### src/rtl/gray_pkg.sv
// gray_pkg: shared width default and binary/Gray conversion helpers for the Gray datapath.
package gray_pkg;
  localparam int GRAY_WIDTH = 4;
  localparam int GRAY_MAX_WIDTH = 16;
  function automatic logic [GRAY_MAX_WIDTH-1:0] bin2gray(input logic [GRAY_MAX_WIDTH-1:0] b);
    return b ^ (b >> 1);
  endfunction
  // Prefix XOR from the MSB down; zero-extended narrower words convert unchanged.
  function automatic logic [GRAY_MAX_WIDTH-1:0] gray2bin(input logic [GRAY_MAX_WIDTH-1:0] g);
    logic [GRAY_MAX_WIDTH-1:0] b;
    b[GRAY_MAX_WIDTH-1] = g[GRAY_MAX_WIDTH-1];
    for (int i = GRAY_MAX_WIDTH - 2; i >= 0; i--) b[i] = b[i+1] ^ g[i];
    return b;
  endfunction
endpackage

### src/rtl/gray_counter_src_if.sv
// gray_counter_src_if: valid/ready Gray word stream with binary count and wrap sideband.
interface gray_counter_src_if #(parameter int WIDTH = 4);
  logic             gray_valid;
  logic             gray_ready;
  logic [WIDTH-1:0] gray_out;
  logic [WIDTH-1:0] bin_out;
  logic             wrap;
  modport master (output gray_valid, gray_out, bin_out, wrap, input gray_ready);
  modport slave (input gray_valid, gray_out, bin_out, wrap, output gray_ready);
endinterface

### src/rtl/bin_to_gray.sv
// bin_to_gray: combinational binary to reflected Gray conversion.
module bin_to_gray #(parameter int WIDTH = 4) (
  input  logic [WIDTH-1:0] bin,
  output logic [WIDTH-1:0] gray
);
  assign gray = bin ^ (bin >> 1);
endmodule

### src/rtl/gray_counter_src.sv
// gray_counter_src: loadable up/down counter emitting registered Gray words on a valid/ready stream.
module gray_counter_src import gray_pkg::*; #(parameter int WIDTH = GRAY_WIDTH) (
  input  logic             clk,
  input  logic             rst_n,
  input  logic             en,
  input  logic             up_dn,
  input  logic             load,
  input  logic [WIDTH-1:0] load_bin,
  gray_counter_src_if.master gif
);
  logic             adv;
  logic             wrap_next;
  logic [WIDTH-1:0] step;
  logic [WIDTH-1:0] next_bin;
  logic [WIDTH-1:0] next_gray;
  always_comb begin
    adv       = en & ~load & (~gif.gray_valid | gif.gray_ready);
    step      = up_dn ? gif.bin_out + 1'b1 : gif.bin_out - 1'b1;
    next_bin  = load ? load_bin : step;
    wrap_next = ~load & (up_dn ? &gif.bin_out : ~|gif.bin_out);
  end
  // Gray is computed on the next-count path so the register holds it directly.
  bin_to_gray #(.WIDTH(WIDTH)) u_b2g (.bin(next_bin), .gray(next_gray));
  always_ff @(posedge clk or negedge rst_n) begin
    if (!rst_n) begin
      gif.bin_out    <= '0;
      gif.gray_out   <= '0;
      gif.gray_valid <= 1'b0;
      gif.wrap       <= 1'b0;
    end else if (load | adv) begin
      gif.bin_out    <= next_bin;
      gif.gray_out   <= next_gray;
      gif.gray_valid <= 1'b1;
      gif.wrap       <= wrap_next;
    end else if (gif.gray_ready) begin
      gif.gray_valid <= 1'b0;
    end
  end
endmodule

### src/flat_wrapper.sv
// flat-port wrapper written by rule: the top's interface ports become plain ports
module gray_counter_src_flat import gray_pkg::*;
#(parameter int WIDTH = GRAY_WIDTH)
  (clk, rst_n, en, up_dn, load, load_bin, gif_gray_valid, gif_gray_out, gif_bin_out, gif_wrap, gif_gray_ready);
  gray_counter_src_if #(.WIDTH(WIDTH)) gif_i ();
  input  logic clk;
  input  logic rst_n;
  input  logic en;
  input  logic up_dn;
  input  logic load;
  input  logic [WIDTH-1:0] load_bin;
  output wire logic [$bits(gif_i.gray_valid)-1:0] gif_gray_valid;
  output wire logic [$bits(gif_i.gray_out)-1:0] gif_gray_out;
  output wire logic [$bits(gif_i.bin_out)-1:0] gif_bin_out;
  output wire logic [$bits(gif_i.wrap)-1:0] gif_wrap;
  input wire logic [$bits(gif_i.gray_ready)-1:0] gif_gray_ready;
  assign gif_gray_valid = gif_i.gray_valid;
  assign gif_gray_out = gif_i.gray_out;
  assign gif_bin_out = gif_i.bin_out;
  assign gif_wrap = gif_i.wrap;
  assign gif_i.gray_ready = gif_gray_ready;
  gray_counter_src #(.WIDTH(WIDTH)) u_core (.clk(clk), .rst_n(rst_n), .en(en), .up_dn(up_dn), .load(load), .load_bin(load_bin), .gif(gif_i));
endmodule
### config.mk
export PLATFORM = sky130hd
export DESIGN_NAME = gray_counter_src_flat
export DESIGN_NICKNAME = d
export VERILOG_FILES = /design/src/rtl/gray_pkg.sv /design/src/rtl/gray_counter_src_if.sv /design/src/rtl/bin_to_gray.sv /design/src/rtl/gray_counter_src.sv /design/src/flat_wrapper.sv
export SDC_FILE = /design/constraint.sdc
export NUM_CORES = 1
export LEC_CHECK = 0
export ABC_CLOCK_PERIOD_IN_PS = 2000
export CAP_MARGIN = 20
export CORE_MARGIN = 2
export CORE_UTILIZATION = 44
export CTS_CLUSTER_DIAMETER = 200
export DETAILED_ROUTE_END_ITERATION = 10
export GPL_ROUTABILITY_DRIVEN = 1
export PLACE_DENSITY = 0.8
export SLEW_MARGIN = 20
export SYNTH_ARGS = -nofsm -noshare
export SYNTH_HDL_FRONTEND = slang
export SYNTH_SLANG_ARGS = --single-unit
### constraint.sdc
create_clock -name clk -period 2 [get_ports clk]
set_input_delay 0.4 -clock clk [delete_from_list [all_inputs] [get_ports clk]]
set_output_delay 0.4 -clock clk [all_outputs]
set_load 0.1 [all_outputs]
# Yosys cells after proc, flatten, opt, wreduce, memory -nomap -nowiden
# Index checks and enable logic that the tools add are counted.
[totals]
word_cells = 23
regBits = 10
out_inout_bits = 10
[classes]
addsub = 2
n_mux = 5
reduce_logical = 4
bitwise = 8
[op_table]
columns = ["cell", "count"]
rows = [
  ["4-bit two-way mux", 2],
  ["4-bit by 1-bit adder with 4-bit output, second input constant", 1],
  ["4-bit AND reduction", 1],
  ["4-bit OR reduction", 1],
  ["4-bit by 1-bit subtractor with 4-bit output, second input constant", 1],
  ["4-bit by 3-bit bitwise XOR with 4-bit output", 1],
  ["1-bit AND", 3],
  ["1-bit two-way mux", 3],
  ["1-bit NOT", 2],
  ["1-bit OR", 2],
  ["2-bit nonzero test", 1],
  ["1-bit logical NOT", 1],
]

# Longest topological paths before layout
[logic_depth]
depth_word = 5
depth_mapped = 6
mapped_depth_nobuf = 6

# Cells and area by module
# From an unflattened synthesis, not the netlist that was laid out.
[unflattened]
hier_cells = 57
hier_area_um2 = 655.6
[modules_own_cells]
columns = ["mod", "n_inst", "cells_each", "area_per_inst_um2"]
rows = [
  ["gray_counter_src", 1, 53, 621.8],
  ["bin_to_gray", 1, 4, 33.8],
]

# Least setup slack after synthesis
# No wires, ideal clock.
[synth_timing]
path_type = "reg-to-reg"
start = "register u_core.gif.bin_out[0]"
end = "register u_core.gif.gray_out[2]"
setup_ns = 0.071
n_path_buf = 0
slack_ns = -0.646
t_required_ns = 1.929
path_stages_with_launch = 7
synth_period_minus_slack_ns = 2.646
t_arrival_ns = 2.575
cell_sequence = "dfrtp_1 > inv_1 > fa_1 > xnor2_2 > xnor2_1 > or4b_1 > nand3_1"
[synth_via]
elab_chain_cells = 4
[synth_lines]
columns = ["element", "line", "text"]
rows = [
  ["start: declaration", "gray_counter_src_if.sv:8", "modport master (output gray_valid, gray_out, bin_out, wrap, input gray_ready);"],
  ["start signal: assignment", "gray_counter_src.sv:31", "gif.bin_out <= next_bin;"],
  ["4-bit by 1-bit subtractor with 4-bit output or 4-bit by 1-bit adder with 4-bit output (tied branches)", "gray_counter_src.sv:18", "step = up_dn ? gif.bin_out + 1'b1 : gif.bin_out - 1'b1;"],
  ["4-bit two-way mux *", "gray_counter_src.sv:18", ""],
  ["4-bit two-way mux *", "gray_counter_src.sv:19", "next_bin = load ? load_bin : step;"],
  ["4-bit by 3-bit bitwise XOR with 4-bit output *", "bin_to_gray.sv:6", "assign gray = bin ^ (bin >> 1);"],
  ["end signal: assignment", "gray_counter_src.sv:32", "gif.gray_out <= next_gray;"],
  ["end: declaration", "gray_counter_src_if.sv:8", ""],
]
# Every way passes the cells marked *; elsewhere a longest branch is shown, timed or not.
# A chain may end at the register's enable or synchronous reset.

# Worst setup path after layout
# Same ends and word-level chain as after synthesis.

==> out/results.env <==
RUN_STATUS='finished, final reports clean'
CLKTRANSATPATHREGS_NS=0.07
PLACED_CELLS_INCL_TAPS=107
TIMING.FMAX_MHz=535
FRACTION_OF_POWER_SPENT_SWITCHING_NETS=0.492
PEAKVDDDROP_V=0.000701
FINISH.INSTANCE_AREA_UM2=975
SYN_AREA_UM2=643
POST_SYNTH_INST_COUNT=71
DESIGN.CORE.AREA_MM2=0.00133
SHARE_COMB_OF_TOTAL_POWER=0.579
MULTIINPUTGATEAREA_UM2=424
ASYNC_FLOP_SHARE=1.00
SLEW_HEADROOM=0.716
AREA_GROWTH_PCT=51.6
TRITONCTS='done'
CORE_UTIL_FINAL=0.731
CLOCK-SINKS=9
NETS=110
FINALCRITPERIODSHARE=0.935
YS_FF_LATCH=9
INITIAL_UTILIZATION=0.482
FINALPOWER_mW=0.966
YOSYSSEQAREASHARE=0.350
FINAL_MAX_SLEW_VIOL_COUNT=0
GRT_MAX_DEGREE=15
CLOCK_POWER_SHARE=0.156
R2R_START='u_core.gif.bin_out[0]'
RSZ0062_AT_GRT='false'
CHIPHEIGHT_UM=42.2
PLACE_CONGESTION=0.750
MET2WIRELENGTH_UM=847
CTS_INSERTED_BUFFERS=3
POSTPLACECELLAREA_UM2=912
IO_PINS=20
SEQUENTIAL_POWER_SHARE=0.265
REGAREA_UM2=236
PORT_BUFFERS=19
FINAL.SETUP.TNS_NS=0
ANTENNA_CELLS=0
WORST_HOLD_PATH_TYPE='input pin to asynchronous set/reset pin'
ARRIVAL_NS=2.08
DETAIL_ROUTE.DRC_VIOLATIONS=0
DIE_WIDTH_UM=42.2
POSTROUTEANTENNANETS=0
NUMBER_OF_ANTENNA_VIOLATIONS_AT_THE_FIRST_CHECK_IN_GLOBAL_ROUTING=0
FIRSTDRTPASSITERS=4
DP.FINAL_HPWL_UM=1280
WORSTSKEWPAIRLATENCY_NS=0.27
POST_CTS.REPAIR.SETUP_BUFFERS=0
POST_DRT_WL_PER_CELL_UM=15.3
FINAL_LAYOUT_SIZE_SUFFIX_GT1_FRAC=0.333
POWER_REPORT.INTERNAL_TOTAL_mW=0.491
ROW_COUNT=13
TIMING_WORST_SLEW_PIN_VALUE_NS=0.424
YOSYSWARNINGCOUNT=0
SYNTH_CELL_TYPES=28
TOPROUTINGLAYERUSED='met4'
TIMING.CRITICAL_PATH.REQUIRED_NS=2.21
SYNTH_ENABLE_FLOP_CELLS=0
SYNTH.AVG_CELL_AREA_UM2=9.06
WL_MET1_UM=741
CRIT_SLOWEST_CELL='dfrtp_4'
VIA_COUNT_OF_THE_FIRST_GLOBAL_ROUTING_PASS=617
CAP_VIOLATIONS=0
POWER.LEAKAGE_nW=0.419
SETUP.REG_TO_REG.WORST_SLACK_NS=0.13
CLOCK_SKEW_NS=0.00454
NUMBER_OF_VIAS_PER_CELL_AFTER_DETAILED_ROUTING=5.57
DR_WL_MET3_UM=78
GRT-OVFL-TOTAL=0
CP-END-KIND='register'
WORSTPATHBUFFERINVERTERCOUNT=1
ROUTE.VIAS.TOTAL=618
SYN_NETS=84
MAX-CLOCK-PATH-BUFFERS=2
STDCELL_COUNT=111
TIMING.CRITICAL_PATH.FANOUT_MAX=6
POWER.DENSITY_CELL_AREA_mW_PER_MM2=991
LAYOUT_MIN_CYCLE_TIME_NS=1.87
WORST-SETUP-PATH-TYPE='register to register'
FLOORPLAN.DIE_AREA_MM2=0.00178
CTS_ROOT_BUF='clkbuf_4'
PATH_CELLS='inv_4 -> fa_2 -> xnor2_2 -> xnor2_1 -> or4b_1 -> nand3_1'
CP_TOP_FAMILY='simple AND/OR/NAND/NOR gates'
SETUP_VIOL=0
GLOBAL_ROUTE_WIRE_LENGTH_BEFORE_REPAIR_UM=2730
LAYOUT_FILLER_CELL_COUNT=105
TIMING.FINAL.HOLD_VIOLATIONS=0
POWER_SWITCHING_mW=0.475
WORSTSETUPSTARTPOINT='u_core.gif.bin_out[0]'
WORST_PATH_LARGEST_CELL_DELAY_NS=0.48
MOST_USED_DFF_POST_SYNTH='dfrtp_1'
RR_WORST_DEPTH=6
WORSTSETUPENDPOINT='u_core.gif.gray_out[2]'
POST_CTS_HOLD_BUFFER_COUNT=0
CRIT_CELLS=6
COUNT_OF_ROUTING_VIOLATIONS_AFTER_THE_OPENING_DETAILED_ROUTE_ITERATION=11
GRT_USE_TOTAL=0.202
WORST_SETUP_SP_TYPE='register'
CRIT-REG2REG-CAPTURE='u_core.gif.gray_out[2]'
CTS-HTREE-LEVELS=1
WL_UM=1690
cell usage in the layout, fill, tap and decap left out, drive strengths merged, types with 2 or more instances in the layout:
cell	count
dfrtp	9
nand3	6
xnor2	7
nor3	6
nor2b	2
mux2i	3
clkbuf	4
o21ai	5
nand2	5
buf	14
ha	2
clkdlybuf4s50	8
nor2	2
inv	5
a21oi	5
cell type report:
type	count	share of cell area
Clock buffer	4	0.0270
Multi-Input combinational cell	55	0.435
Timing Repair Buffer	23	0.254
Inverter	5	0.0218
Sequential cell	9	0.243
Tap cell	15	0.0193
synth_stat cells, types with 2 or more instances:
cell | count | area share
a21oi_1 | 5 | 0.039
dfrtp_1 | 9 | 0.35
ha_1 | 2 | 0.039
inv_1 | 5 | 0.029
mux2i_1 | 3 | 0.047
nand2_1 | 5 | 0.029
nand3_1 | 6 | 0.047
nor2_1 | 2 | 0.012
nor2b_1 | 2 | 0.019
nor3_1 | 5 | 0.039
o21ai_0 | 5 | 0.039
xnor2_1 | 6 | 0.082
flip-flops by register name (all words and copies together) (netlist names):
register	cells
u_core.gif.bin_out	4
u_core.gif.gray_out	3
u_core.gif.gray_valid	1
u_core.gif.wrap	1
stage by stage:
stage          hold WS (ns)  setup WS [ns]
2_1_floorplan         0.104         0.0152
3_3_place_gp          0.519         -0.254
3_5_place_dp          0.527         -0.308
4_1_cts               0.453         0.0162
5_1_grt               0.473         0.0835
6_report              0.426          0.129
kinds of logic after synthesis:
logic type,Yosys count,synth area share
and+or+nand+nor,25,0.210
AOI/OAI and AO/OA,16,0.156
DFF,9,0.350
xor gates and xnor gates,8,0.121
buffers and inverters,7,0.0467
muxes,3,0.0467
adders and majority gates,3,0.0700
metal layers:
metal,global-route usage,vias to the layer above
li1,-,304
met5,0,-
met3,0.0259,4
met1,0.252,285
met2,0.348,25
met4,0.0813,0
what timing repair did:
item | 4_1_cts | 5_1_grt
pin swaps | 1 | 0
cloned | 0 | 0
hold endpoints to repair | 0 | 0
resized for setup | 2 | 5
setup endpoints to repair | 1 | 2
power by group through the flow:
stage	Clock (mW)	Sequential [mW]	Combinational, mW
2_1_floorplan	0	0.445	0.189
3_3_place_gp	0	0.254	0.533
3_5_place_dp	0	0.256	0.541
4_1_cts	0.148	0.253	0.546
5_1_grt	0.156	0.261	0.584
6_report	0.151	0.256	0.560
worst min path at each step:
stage                           start                      to
3_5_place_dp   u_core.gif.gray_out[2]  u_core.gif.gray_out[2]
2_1_floorplan                   rst_n   u_core.gif.bin_out[3]
5_1_grt                         rst_n   u_core.gif.gray_valid
3_3_place_gp   u_core.gif.gray_out[2]  u_core.gif.gray_out[2]
4_1_cts                         rst_n   u_core.gif.bin_out[3]
6_report                        rst_n   u_core.gif.bin_out[3]
worst reg2reg max path: stages, from the launching register on:
cell	delay, ns
dfrtp_4	0.48
inv_4	0.06
fa_2	0.40
xnor2_2	0.15
xnor2_1	0.14
or4b_1	0.48
nand3_1	0.09
(Power assumes the default switching activity.)
